--- config.mk ---
export PLATFORM = sky130hd
export DESIGN_NAME = bus_arbiter
export DESIGN_NICKNAME = d
export VERILOG_FILES = /design/src/rtl/bus_arbiter_pkg.sv /design/src/rtl/bus_arb_rr_pick.sv /design/src/rtl/bus_arbiter.sv
export SDC_FILE = /design/constraint.sdc
export NUM_CORES = 1
export LEC_CHECK = 0
export CAP_MARGIN = 20
export CORE_AREA = 3 3 40 42
export DETAILED_ROUTE_END_ITERATION = 10
export DIE_AREA = 0 0 43 45
export PLACE_DENSITY = 0.71
export SKIP_CTS_REPAIR_TIMING = 1
export SYNTH_ARGS = -nofsm -noshare
export SYNTH_HDL_FRONTEND = slang
export SYNTH_SLANG_ARGS = --single-unit
--- constraint.sdc ---
create_clock -name clk -period 3.8 [get_ports clk]
set_clock_uncertainty 0.15 [all_clocks]
set_input_delay 0.76 -clock clk [delete_from_list [all_inputs] [get_ports clk]]
set_output_delay 0.76 -clock clk [all_outputs]
set_load 0.01 [all_outputs]
--- src/rtl/bus_arbiter_pkg.sv ---
// Shared types, constants and helpers for the four-master round-robin bus arbiter.
package bus_arbiter_pkg;

    localparam int BUS_MASTER_CH = 4;
    localparam int BUS_OWNER_W   = 2;
    localparam int BUS_ARB_TMO_W = 16;

    // Levels for the active-low request/grant handshake.
    localparam logic ENABLE_  = 1'b0;
    localparam logic DISABLE_ = 1'b1;

    typedef logic [BUS_OWNER_W-1:0]   bus_owner_t;
    typedef logic [BUS_MASTER_CH-1:0] bus_req_t;
    typedef logic [BUS_ARB_TMO_W-1:0] bus_arb_tmo_t;

    typedef enum logic {
        BUS_ARB_STATE_IDLE  = 1'b0,
        BUS_ARB_STATE_GRANT = 1'b1
    } bus_arb_state_t;

    function automatic bus_req_t grant_vec(input bus_owner_t idx);
        bus_req_t v;
        v      = {BUS_MASTER_CH{DISABLE_}};
        v[idx] = ENABLE_;
        return v;
    endfunction

endpackage

--- src/rtl/bus_arb_rr_pick.sv ---
// Combinational round-robin pick: first active-low request after the last owner,
// wrapping, so the last owner is considered last.
module bus_arb_rr_pick
    import bus_arbiter_pkg::*;
(
    input  logic [BUS_MASTER_CH-1:0] req_n_i,
    input  logic [BUS_OWNER_W-1:0]   last_i,
    output logic [BUS_OWNER_W-1:0]   win_o,
    output logic                     vld_o
);

    bus_owner_t idx;

    // Walk from lowest to highest priority so the nearest requester overwrites.
    always_comb begin
        win_o = last_i;
        vld_o = 1'b0;
        idx   = last_i;
        for (int k = BUS_MASTER_CH; k >= 1; k--) begin
            idx = last_i + bus_owner_t'(k);
            if (req_n_i[idx] == ENABLE_) begin
                win_o = idx;
                vld_o = 1'b1;
            end
        end
    end

endmodule

--- src/rtl/bus_arbiter.sv ---
// Round-robin arbiter for four bus masters with active-low request/grant.
// Optional grant timeout is built when BUS_ARB_TIMEOUT_EN is defined.
module bus_arbiter
    import bus_arbiter_pkg::*;
#(
    parameter int TIMEOUT_CYCLES = 256
) (
    input  logic                     clk,
    input  logic                     reset_,
    input  logic [BUS_MASTER_CH-1:0] BusReq_,
    output logic [BUS_MASTER_CH-1:0] BusGrnt_,
    output logic [BUS_OWNER_W-1:0]   BusOwner,
    output logic                     ArbBusy,
    output logic                     ArbTimeout
);

    bus_arb_state_t state_q;
    bus_owner_t     owner_q;
    bus_req_t       grnt_q;
    logic           busy_q;

    bus_req_t       req_pick;
    bus_owner_t     win_d;
    logic           win_vld_d;
    logic           owner_req;
    logic           tmo_hit;

    assign owner_req = (BusReq_[owner_q] == ENABLE_);

`ifdef BUS_ARB_TIMEOUT_EN
    localparam bus_arb_tmo_t TMO_LAST = bus_arb_tmo_t'(TIMEOUT_CYCLES - 1);

    logic         tmo_q;
    bus_arb_tmo_t cnt_q;

    assign tmo_hit = (state_q == BUS_ARB_STATE_GRANT) && owner_req && (cnt_q == TMO_LAST);
    // A revoked owner is masked out so the pick only considers the others.
    assign req_pick   = BusReq_ | (tmo_hit ? ~grnt_q : '0);
    assign ArbTimeout = tmo_q;
`else
    logic unused_tmo;

    assign unused_tmo = |TIMEOUT_CYCLES;
    assign tmo_hit    = 1'b0;
    assign req_pick   = BusReq_;
    assign ArbTimeout = 1'b0;
`endif

    bus_arb_rr_pick u_pick (
        .req_n_i (req_pick),
        .last_i  (owner_q),
        .win_o   (win_d),
        .vld_o   (win_vld_d)
    );

    always_ff @(posedge clk or negedge reset_) begin
        if (!reset_) begin
            state_q <= BUS_ARB_STATE_IDLE;
            owner_q <= '0;
            grnt_q  <= {BUS_MASTER_CH{DISABLE_}};
            busy_q  <= 1'b0;
`ifdef BUS_ARB_TIMEOUT_EN
            tmo_q   <= 1'b0;
            cnt_q   <= '0;
`endif
        end else begin
`ifdef BUS_ARB_TIMEOUT_EN
            tmo_q <= 1'b0;
`endif
            case (state_q)
                BUS_ARB_STATE_IDLE: begin
                    if (win_vld_d) begin
                        state_q <= BUS_ARB_STATE_GRANT;
                        owner_q <= win_d;
                        grnt_q  <= grant_vec(win_d);
                        busy_q  <= 1'b1;
`ifdef BUS_ARB_TIMEOUT_EN
                        cnt_q   <= '0;
`endif
                    end
                end
                BUS_ARB_STATE_GRANT: begin
                    if (owner_req && !tmo_hit) begin
`ifdef BUS_ARB_TIMEOUT_EN
                        cnt_q <= cnt_q + 1'b1;
`endif
                    end else begin
`ifdef BUS_ARB_TIMEOUT_EN
                        tmo_q <= tmo_hit;
                        cnt_q <= '0;
`endif
                        // Direct handover keeps the bus busy with no idle gap.
                        if (win_vld_d) begin
                            owner_q <= win_d;
                            grnt_q  <= grant_vec(win_d);
                        end else begin
                            state_q <= BUS_ARB_STATE_IDLE;
                            grnt_q  <= {BUS_MASTER_CH{DISABLE_}};
                            busy_q  <= 1'b0;
                        end
                    end
                end
                default: state_q <= BUS_ARB_STATE_IDLE;
            endcase
        end
    end

    assign BusGrnt_ = grnt_q;
    assign BusOwner = owner_q;
    assign ArbBusy  = busy_q;

endmodule

==> qor.tcl <==
set qor(finalSetupViolations) 0
set qor(synth.yosys.seq_area_share_pct) 36.0
set qor(synth-seq-cells) 8
set qor(fmax_ghz) 0.412
set qor(drt_wl_total_um) 1220
set qor(p_leak_nw) 0.272
set qor(clock_net_sink_count) 8
set qor(antenna_left) 0
set qor(dieHeight_um) 45
set qor(drtIter0Drc) 9
set qor(peakVddDrop_mv) 0.339
set qor(clock_tree.buffer_depth) 2
set qor(cell_total_after_placement) 83
set qor(final_cell_area_um2) 701
set qor(dpl-instance-area_um2) 678
set qor(synth_fp_nets) 66
set qor(grt.total_usage_pct) 13.8
set qor(grt_antenna_before_repair) 0
set qor(die-area_um2) 1940
set qor(maximum_number_of_pins_on_one_net_before_global_route_repair) 13
set qor(via_per_inst) 5.95
set qor(num_rows) 13
set qor(worstPathMaxFanout) 9
set qor(drv.max_cap_violation_count) 0
set qor(post_synth_instance_area_um2) 571
set qor(via_count) 512
set qor(vias_in_the_first_global_route) 453
set qor(min_period_over_period_pct) 63.8
set qor(drive_gt1_share_pct) 21.1
set qor(finalPower_mw) 0.510
set qor(worst_setup_hold_path_clk_slew_ps) 60
set qor(status) {complete, no violations}
set qor(pin_count) 14
set qor(die-width_um) 43
set qor(drcViolationCount) 0
set qor(ys_types) 32
set qor(timing_hold_violations_final) 0
set qor(clk-insertion-delay-late_ps) 250
set qor(final_cells) 86
set qor(criticalPathCategory) {input port to flip-flop}
set qor(hold_class) {flip-flop to flip-flop}
set qor(filler_cell_count) 131
set qor(critPathLaunchType) {input port}
set qor(n_antenna_cell) 0
set qor(cts_tree) {built}
set qor(dp_hpwl_um) 899
set qor(grt_first_pass_wirelength_um) 1950
set qor(powerDensity_nw_per_um2) 728
set qor(start_util_pct) 44.4
set qor(setup_total_negative_slack_ps) 0
set qor(global_route.overflow_total) 0
set qor(layout-area-overhead-vs-synth_pct) 22.8
set qor(h_tree_depth) 1
set qor(timing.critical_path.required_ps) 3820
set qor(numPortBuffers) 12
set qor(hold-worst-slack_ps) 383
set qor(number_of_warnings_issued_by_yosys) 0
set qor(cts_buffers) 3
set qor(final_common_cell) {sky130_fd_sc_hd__clkdlybuf4s50_1}
set qor(cp_data_arrival_time_ps) 2440
set qor(report.final.slew_viol_count) 0
set qor(cts.root.buffer_cell) {sky130_fd_sc_hd__clkbuf_4}
set qor(drt_first_pass_iters) 4
set qor(syn-mean-instance-area_um2) 9.51
set qor(routedWlPerCell_um) 14.2
set qor(post_synth_inst_count) 60
set qor(grt_setup_unrepaired) {no}
set qor(finalWeightedCongestion) 0.828
set qor(fin_crit_ps) 2430
set qor(final_cell_mix) {sky130_fd_sc_hd__clkdlybuf4s50_1, sky130_fd_sc_hd__nand2_1, sky130_fd_sc_hd__nor2_1}
set qor(fp.coreArea_um2) 1280
set qor(design.final.nets) 79
set qor(timing.critical_path.to_type) {flip-flop}
[registers in the layout, indices dropped and copies added, names as in the netlist]
signal    cells
state_q       1
BusOwner      2
BusGrnt_      4
ArbBusy       1
[cell type report]
class                   instances  area, µm²  area share [%]
flip-flops and latches          8        205            29.3
well taps                      15       18.8            2.68
clock buffers                   3       22.5            3.21
repair buffers                 12        120            17.1
inverters                       1       3.75           0.536
multi-input cells              47        330            47.1
[cell families (layout without fill, tap and decap cells)]
kind of cell,after synthesis,after routing,share of synthesized area (%)
AO/OA/AOI/OAI,18,18,24.8
multiplexers,1,1,3.95
buffers and inverters,5,16,6.14
AND/OR/NAND/NOR,26,26,26.8
flip-flops,8,8,36.0
other,1,1,0.657
adder cells (fa/ha/maj),1,1,1.75
[final timing paths]
path                               end  depth (start not counted)  slack, ps   startpoint
max                        BusGrnt_[3]                          6       1370   BusReq_[1]
min                            ArbBusy                          1        380      ArbBusy
max reg2reg                BusOwner[1]                          5       1960  BusOwner[0]
min reg2reg                    ArbBusy                          1        380      ArbBusy
max in group asynchronous  BusGrnt_[2]                          1       2550       reset_
min in group asynchronous  BusOwner[1]                          1        640       reset_
[through the flow]
step	worst slack, ps	util (%)
floorplan	1760	-
global placement	1200	52.8
detailed placement	1150	52.8
CTS	1400	54.5
global route	1270	54.5
finish	1370	54.5
[synthesized netlist by cell type, drive strengths merged]
master / count / area, µm²
inv: 1 / 3.75
a311oi: 2 / 17.5
dfstp: 4 / 105
o21ai: 2 / 10.0
conb: 1 / 3.75
and3: 1 / 11.3
buf: 4 / 31.3
dfrtp: 4 / 100
nand3: 1 / 5.00
nand2b: 3 / 26.3
nor3: 3 / 20.0
o21a: 1 / 7.51
a21oi: 4 / 20.0
mux4: 1 / 22.5
or3: 1 / 11.3
o22ai: 2 / 12.5
a31oi: 1 / 6.26
o221a: 1 / 11.3
or2b: 2 / 15.0
o21bai: 1 / 11.3
nor2: 6 / 22.5
a221oi: 2 / 30.0
maj3: 1 / 10.0
a211oi: 1 / 7.51
a21boi: 1 / 7.51
nand4: 1 / 6.26
nand2: 7 / 26.3
and3b: 1 / 8.76
[power breakdown]
| group | switching, mW | internal [mW] |
|---|---|---|
| logic | 0.127 | 0.149 |
| clock network | 0.0286 | 0.0361 |
| registers | 0.0440 | 0.125 |
[worst max-delay path, cell delays in order]
cell and delay (ps):
sky130_fd_sc_hd__clkdlybuf4s50_1 640, sky130_fd_sc_hd__nand2b_1 150, sky130_fd_sc_hd__a21boi_0 120, sky130_fd_sc_hd__nor3_2 370, sky130_fd_sc_hd__o22ai_1 170, sky130_fd_sc_hd__a221oi_2 230
[routing by layer]
layer	track usage [%]	vias up	routed length, µm
li1	-	245	-
met5	0	-	0
met1	18.0	242	551
met3	5.18	2	93
met2	21.6	23	562
met4	3.61	0	9
Note: power is estimated with default switching activity, not from simulation.
